==> src/rtl/ps2_rx_deserializer.sv <==
// PS/2 receive front end: synchronises and filters ps2c/ps2d and assembles 11-bit frames into scan codes.
// Define PS2_PARITY_CHECK_EN to reject frames with bad odd parity or a missing stop bit, and to flag timeouts.
module ps2_rx_deserializer #(
    parameter int FILTER_LEN  = 8,
    parameter int TIMEOUT_CYC = 50000
) (
    input  logic       clk,
    input  logic       reset,
    input  logic       ps2c,
    input  logic       ps2d,
    input  logic       rx_en,
    output logic [7:0] dout,
    output logic       rx_done_tick,
    output logic       rx_busy,
    output logic       err_tick
);

    localparam int            TW     = (TIMEOUT_CYC > 1) ? $clog2(TIMEOUT_CYC) : 1;
    localparam logic [TW-1:0] T_LAST = TW'(TIMEOUT_CYC - 1);

    typedef enum logic [1:0] {
        IDLE = 2'd0,
        DPS  = 2'd1,
        LOAD = 2'd2
    } state_t;

    state_t                state_reg, state_next;
    logic                  ps2c_s1, ps2c_s2;
    logic                  ps2d_s1, ps2d_s2;
    logic [FILTER_LEN-1:0] filter_reg;
    logic                  f_ps2c_reg, f_ps2c_next;
    logic                  fall_edge;
    logic [3:0]            n_reg, n_next;
    logic [9:0]            sh_reg, sh_next;
    logic [TW-1:0]         t_reg, t_next;
    logic [7:0]            dout_reg;
    logic                  frame_ok;
    logic                  load_ok;
    logic                  timeout_hit;

    // Both lines idle high, so the synchronisers and filter reset to 1.
    always_ff @(posedge clk) begin
        if (reset) begin
            ps2c_s1    <= 1'b1;
            ps2c_s2    <= 1'b1;
            ps2d_s1    <= 1'b1;
            ps2d_s2    <= 1'b1;
            filter_reg <= '1;
            f_ps2c_reg <= 1'b1;
        end else begin
            ps2c_s1    <= ps2c;
            ps2c_s2    <= ps2c_s1;
            ps2d_s1    <= ps2d;
            ps2d_s2    <= ps2d_s1;
            filter_reg <= {ps2c_s2, filter_reg[FILTER_LEN-1:1]};
            f_ps2c_reg <= f_ps2c_next;
        end
    end

    always_comb begin
        f_ps2c_next = f_ps2c_reg;
        if (&filter_reg) begin
            f_ps2c_next = 1'b1;
        end else if (~|filter_reg) begin
            f_ps2c_next = 1'b0;
        end
    end

    assign fall_edge = f_ps2c_reg & ~f_ps2c_next;

    always_ff @(posedge clk) begin
        if (reset) begin
            state_reg <= IDLE;
            n_reg     <= '0;
            sh_reg    <= '0;
            t_reg     <= '0;
            dout_reg  <= 8'h00;
        end else begin
            state_reg <= state_next;
            n_reg     <= n_next;
            sh_reg    <= sh_next;
            t_reg     <= t_next;
            if (load_ok) begin
                dout_reg <= sh_reg[7:0];
            end
        end
    end

    // After ten shifts: sh_reg[9] = stop, sh_reg[8] = parity, sh_reg[7:0] = data.
`ifdef PS2_PARITY_CHECK_EN
    assign frame_ok = (^sh_reg[8:0]) & sh_reg[9];
`else
    assign frame_ok = 1'b1;
`endif

    assign timeout_hit = (state_reg == DPS) && !fall_edge && (t_reg == T_LAST);

    always_comb begin
        state_next = state_reg;
        n_next     = n_reg;
        sh_next    = sh_reg;
        t_next     = t_reg;
        load_ok    = 1'b0;
        case (state_reg)
            IDLE: begin
                if (fall_edge && rx_en && !ps2d_s2) begin
                    state_next = DPS;
                    n_next     = 4'd10;
                    t_next     = '0;
                end
            end
            DPS: begin
                if (fall_edge) begin
                    sh_next = {ps2d_s2, sh_reg[9:1]};
                    n_next  = n_reg - 4'd1;
                    t_next  = '0;
                    if (n_reg == 4'd1) begin
                        state_next = LOAD;
                    end
                end else if (timeout_hit) begin
                    state_next = IDLE;
                    t_next     = '0;
                end else begin
                    t_next = t_reg + TW'(1);
                end
            end
            LOAD: begin
                state_next = IDLE;
                load_ok    = frame_ok;
            end
            default: begin
                state_next = IDLE;
            end
        endcase
    end

    // rx_done_tick is a valid-only strobe with no ready: the consumer must take dout in that
    // cycle. dout bypasses the register during LOAD so it is valid alongside the strobe.
    assign rx_done_tick = load_ok;
    assign dout         = load_ok ? sh_reg[7:0] : dout_reg;
    assign rx_busy      = (state_reg != IDLE);

`ifdef PS2_PARITY_CHECK_EN
    assign err_tick = ((state_reg == LOAD) && !frame_ok) || timeout_hit;
`else
    assign err_tick = 1'b0;
`endif

endmodule
==> config.mk <==
export PLATFORM = sky130hd
export DESIGN_NAME = ps2_rx_deserializer
export DESIGN_NICKNAME = d
export VERILOG_FILES = /design/src/rtl/ps2_rx_deserializer.sv
export SDC_FILE = /design/constraint.sdc
export NUM_CORES = 1
export LEC_CHECK = 0
export CORE_MARGIN = 5
export CORE_UTILIZATION = 40
export DETAILED_ROUTE_END_ITERATION = 8
export PLACE_DENSITY = 0.7
export SYNTH_ARGS = -nofsm -noshare
export SYNTH_HDL_FRONTEND = slang
export SYNTH_SLANG_ARGS = --single-unit
==> constraint.sdc <==
create_clock -name clk -period 4.2 [get_ports clk]
set_clock_uncertainty 0.1 [all_clocks]
set_input_delay 0.63 -clock clk [delete_from_list [all_inputs] [get_ports clk]]
set_output_delay 0.63 -clock clk [all_outputs]
set_load 0.02 [all_outputs]
==> flow_metrics.tcl, run 1 <==
set metrics [dict create \
    io_pins 16 \
    cts_buffers 5 \
    synth_top_family_by_area "simple AND/OR/NAND/NOR gates" \
    post-route-min-period_ns 2.87 \
    grt-ovfl-total 0 \
    path_class "register to primary output" \
    cts_max_level 2 \
    initial_core_util_pct 41.5 \
    hold_viol_final 0 \
    drtIter0Drc 60 \
    dr.pass1.iters 4 \
    power.share.sequential_pct 63.0 \
    grt_pass1_vias 1605 \
    synthAdderAreaFrac_pct 1.63 \
    yosys_warnings 0 \
    netSwitchingFraction_pct 21.7 \
    grt_pass1_wl_um 7120 \
    cts_tree "built" \
    groute.usage.overall_pct 11.7 \
    wl_um 4090 \
    crit_required_ns 3.47 \
    synth_edf_count 0 \
    hp-class "register to register" \
    finalCritPeriodShare_pct 68.4 \
    syn_inst 243 \
    syn_avg_cell_area_um2 9.46 \
    largest_reg_flops 16 \
    fmax_mhz 348 \
    vias 1704 \
    p_switching_w 0.000174 \
    setup-violations-final 0 \
    synth-async-reset-ratio_pct 0 \
    p_total_w 0.000803 \
    antennaDiodeCount 0 \
    end_kind "primary output" \
    crit_fanout 9 \
    comb_power_share_pct 2.2 \
    synthXorXnorAreaFrac_pct 3.43 \
    grt_max_degree 41 \
    place.gp.congestion 0.768 \
    row_count 27 \
    slew_headroom_pct 39.6 \
    cp_data_arrival_time_ns 2.14 \
    fin_nets 265 \
    yosysSeqAreaShare_pct 46.1 \
    p_leak_nw 0.875 \
    cts_root_buffer "clkbuf_8" \
    clkSinkCount 53 \
    drc 0 \
    clockBufferDepth 2 \
    dp_hpwl_um 2870 \
    postRouteAntennaNets 0 \
    syn_nets 251 \
    cts_resized 0 \
    p_int_w 0.000629 \
    area_growth_pct 12.0 \
    tightest_slew_ns 0.899 \
    clock_latency_ns 0.30 \
    synth_area_um2 2300 \
    io_buffers 14 \
    synth-simple-area-share_pct 30.5 \
    synthMuxAreaShare_pct 3.92 \
    drive_above_1_share_pct 17.1 \
    rsz0062_at_grt "false" \
    clkPwrFrac_pct 34.9 \
    ys.flop_type "dfxtp_1" \
    vias_per_cell 5.16 \
    postCtsHoldBufs 0 \
    critPathLaunchType "register" \
    slew_viol_final 0 \
    tns_ns 0 \
    die-area_um2 7370 \
    status "finished, final reports clean" \
    clk_pin_slew_ns 0.10 \
    ir_worst_vdd_mv 0.205 \
    fp.dieW_um 85.8 \
    synth-seq-cells 53 \
    synth_compound_area_share_pct 11.1 \
    coreArea_um2 5540 \
    nFillCells 551 \
    ys_types 48 \
    post_cts_buffers 0 \
    power_density_nw_per_um2 312 \
    die_h_um 85.8 \
    antenna_found_initial 0 \
    post_drt_wl_per_cell_um 12.4 \
    cap_viol_max_count 0 \
]
## worst paths after layout
| path | end | cells past startpoint | slack [ns] | startpoint |
|---|---|---|---|---|
| hold / removal | filter_reg[7] | 1 | 0.32 | ps2c_s2 |
| setup / recovery | dout[1] | 3 | 1.33 | state_reg[0] |
| hold reg to reg | filter_reg[7] | 1 | 0.32 | ps2c_s2 |
| setup reg to reg | t_reg[14] | 6 | 1.84 | t_reg[0] |
## through the flow
step	instances	instance area, um^2	setup slack, ns	util [%]	hold slack (ns)
finish	330	2580	1.33	46.5	0.318
global route	330	2580	1.20	46.5	0.341
CTS	330	2580	1.27	46.5	0.321
detailed placement	322	2490	1.45	44.9	0.299
global placement	322	2490	1.52	44.9	0.293
floorplan	243	2300	2.23	-	0.289
## placed cells by master (no fill, tap or decap), types with 2 or more instances in the layout
cell / count
a211oi_1: 2
a21oi_1: 14
a31oi_1: 8
and3_1: 4
and4_1: 3
clkbuf_8: 5
clkdlybuf4s50_1: 14
clkinvlp_4: 2
dfxtp_1: 53
ha_1: 3
inv_1: 6
mux2_2: 8
nand2_1: 31
nand2b_1: 6
nand3_1: 8
nand4_1: 2
nor2_1: 19
nor2b_1: 10
nor3_1: 3
nor4_4: 3
nor4bb_1: 2
o21ai_0: 5
or2_2: 13
xnor2_1: 8
## cell usage after synthesis (2+ instances only)
cell type	n	area share, %
nor4_4	3	2.8
o21ai_0	5	1.1
buf_4	3	0.98
nor4bb_1	2	0.87
or2_2	13	3.5
nor3_1	3	0.65
a211oi_1	2	0.65
nor2_1	19	3.1
inv_1	6	0.98
nand3_1	8	1.7
mux2_2	8	3.9
nand4_1	2	0.54
and3_1	4	1.1
and4_1	3	1.1
xnor2_1	8	3.0
a21oi_1	14	3.0
dfxtp_1	53	46
nand2_1	31	5.1
a31oi_1	8	2.2
nor2b_1	10	2.7
ha_1	3	1.6
clkbuf_1	4	0.65
nand2b_1	6	1.6
## cells by family (layout without fill, tap and decap cells)
family / count (synthesis) / in the layout
compound gates: 38 / 38
simple gates: 117 / 117
xor+xnor: 9 / 9
other cells: 1 / 1
flops: 53 / 53
fa+ha+maj: 3 / 3
buf+inv: 14 / 29
mux: 8 / 8
## power by group through the flow
stage,clock (W),sequential (W),combinational (W)
2_1_floorplan,0,0.000517,0.0000122
3_3_place_gp,0,0.000517,0.0000176
3_5_place_dp,0,0.000517,0.0000177
4_1_cts,0.000289,0.000506,0.0000177
5_1_grt,0.000309,0.000506,0.0000192
6_report,0.000280,0.000506,0.0000174
## cell type report
| class | instances | area (um^2) | area share [%] |
|---|---|---|---|
| clock inverter | 2 | 15.0 | 0.583 |
| multi-input combinational | 176 | 1170 | 45.3 |
| inverter | 6 | 22.5 | 0.874 |
| sequential | 53 | 1060 | 41.2 |
| clock buffer | 6 | 72.6 | 2.82 |
| timing repair buffer | 15 | 148 | 5.73 |
| tap | 72 | 90.1 | 3.50 |
## per-layer routing
layer | track usage (%) | wire length [um]
met2 | 19.9 | 1940
met1 | 14.7 | 1990
met3 | 3.07 | 118
met4 | 3.02 | 41
met5 | 0 | 0
## critical path: stages, from the launching register on
cell,delay [ns]
dfxtp_1,0.47
nand2b_1,0.42
mux2_2,0.40
clkdlybuf4s50_1,0.55
(Power assumes the default switching activity.)
==> run 2: changes to the inputs <==
==> constraint.sdc (replaced) <==
create_clock -name clk -period 2.92 [get_ports clk]
set_clock_uncertainty 0.1 [all_clocks]
set_input_delay 0.438 -clock clk [delete_from_list [all_inputs] [get_ports clk]]
set_output_delay 0.438 -clock clk [all_outputs]
set_load 0.02 [all_outputs]
==> flow_metrics.tcl, run 2 (same netlist as run 1, synthesis figures left out) <==
set metrics [dict create \
    instances_no_fill 332 \
    postCtsHoldBufs 0 \
    power_density_nw_per_um2 446 \
    end_kind "primary output" \
    tns_ns 0 \
    area_growth_pct 12.6 \
    critPathLaunchType "register" \
    rr_worst_depth 7 \
    endpoint "dout[5]" \
    dp_cells 324 \
    path_class "register to primary output" \
    io_buffers 14 \
    p_leak_nw 0.891 \
    fmax_mhz 373 \
    io_pins 16 \
    dp_hpwl_um 2850 \
    r2r_end "t_reg[14]" \
    row_count 27 \
    antenna_found_initial 0 \
    wl_um 4140 \
    cts_max_level 2 \
    clk_pin_slew_ns 0.09 \
    cp-startpoint "state_reg[0]" \
    postRouteAntennaNets 0 \
    initial_core_util_pct 41.5 \
    cap_viol_max_count 0 \
    rsz0062_at_grt "false" \
    largest_reg_flops 16 \
    drc 0 \
    final_common_cell "dfxtp_1" \
    rrSetupSlack_ns 1.05 \
    worst_hold_slack_ns 0.318 \
    layout_common_cells "53 x dfxtp_1, 31 x nand2_1, 19 x nor2_1" \
    dr.pass1.iters 5 \
    vias_per_cell 4.96 \
    setup-violations-final 0 \
    die_h_um 85.8 \
    vias 1646 \
    cp_data_arrival_time_ns 2.14 \
    grt-ovfl-total 0 \
    clock_latency_ns 0.30 \
    clkSinkCount 53 \
    post-route-min-period_ns 2.68 \
    fin_nets 267 \
    clockBufferDepth 2 \
    crit_required_ns 2.38 \
    post_cts_buffers 0 \
    coreArea_um2 5540 \
    cts_root_buffer "clkbuf_8" \
    cts_tree "built" \
    finalCritPeriodShare_pct 91.7 \
    grt_max_degree 26 \
    grt_pass1_wl_um 7270 \
    cts_resized 0 \
    place.gp.congestion 0.758 \
    die-area_um2 7370 \
    antennaDiodeCount 0 \
    cts_buffers 5 \
    post_drt_wl_per_cell_um 12.5 \
    fp.dieW_um 85.8 \
    hp-class "register to register" \
    drtIter0Drc 121 \
    slew_viol_final 0 \
    drive_above_1_share_pct 18.1 \
    holdCritStartpoint "ps2c_s1" \
    groute.usage.overall_pct 12.0 \
    hold_viol_final 0 \
    timing.rr.start "t_reg[0]" \
    grt_pass1_vias 1531 \
    status "finished, final reports clean" \
    crit_fanout 9 \
    nFillCells 557 \
    ir_worst_vdd_mv 0.329 \
]
[run 2: changes by cell type in the layout (fill, tap and decap cells not counted), sizes merged]
| cell | before | now |
|---|---|---|
| buf | 1 | 3 |
| clkinvlp | 2 | 1 |
| clkinv | 0 | 2 |
| clkbuf | 6 | 5 |
[run 2: worst min path at each step]
stage | cells past startpoint | endpoint | slack (ns)
after global placement | 1 | ps2d_s2 | 0.29
after CTS | 1 | ps2c_s2 | 0.32
after detailed placement | 1 | ps2c_s2 | 0.30
after floorplan | 1 | filter_reg[7] | 0.29
final | 1 | ps2c_s2 | 0.32
after global routing | 1 | filter_reg[7] | 0.34
[run 2: cell type report]
type / count / area [um^2] / area share, %
repair buffers: 17 / 163 / 6.28
inverters: 6 / 22.5 / 0.870
multi-input cells: 176 / 1170 / 45.1
flip-flops and latches: 53 / 1060 / 41.0
well taps: 72 / 90.1 / 3.48
clock buffers: 5 / 68.8 / 2.66
clock inverters: 3 / 17.5 / 0.676
[run 2: metrics by stage]
| stage | total power, W | setup slack [ns] | utilization (%) | cell area, um^2 |
|---|---|---|---|---|
| 4_1_cts | 0.00117 | 0.229 | 46.7 | 2590 |
| 3_3_place_gp | 0.000771 | 0.638 | 45.2 | 2500 |
| 5_1_grt | 0.00121 | 0.118 | 46.7 | 2590 |
| 6_report | 0.00115 | 0.241 | 46.7 | 2590 |
| 2_1_floorplan | 0.000762 | 1.14 | - | 2300 |
| 3_5_place_dp | 0.000771 | 0.566 | 45.2 | 2500 |
[run 2: report_power, final]
part / leakage (nW) / switching [W] / internal [W]
Sequential: 0.428 / 0.00000180 / 0.000726
Clock: 0.0439 / 0.000235 / 0.000166
Combinational: 0.419 / 0.0000155 / 0.0000111
[run 2: routing by layer]
| metal | track usage [%] | wire length [um] | up-vias | part of all wire (%) |
|---|---|---|---|---|
| li1 | - | - | 874 | - |
| met1 | 17.4 | 2140 | 749 | 52 |
| met2 | 17.0 | 1810 | 17 | 44 |
| met3 | 3.07 | 125 | 6 | 3.0 |
| met4 | 4.60 | 74 | 0 | 1.8 |
| met5 | 0 | 0 | - | 0 |
[run 2: critical path: stages, from the launching register on]
cell	delay, ns
dfxtp_1	0.45
nand2b_1	0.44
mux2_2	0.40
clkdlybuf4s50_1	0.55
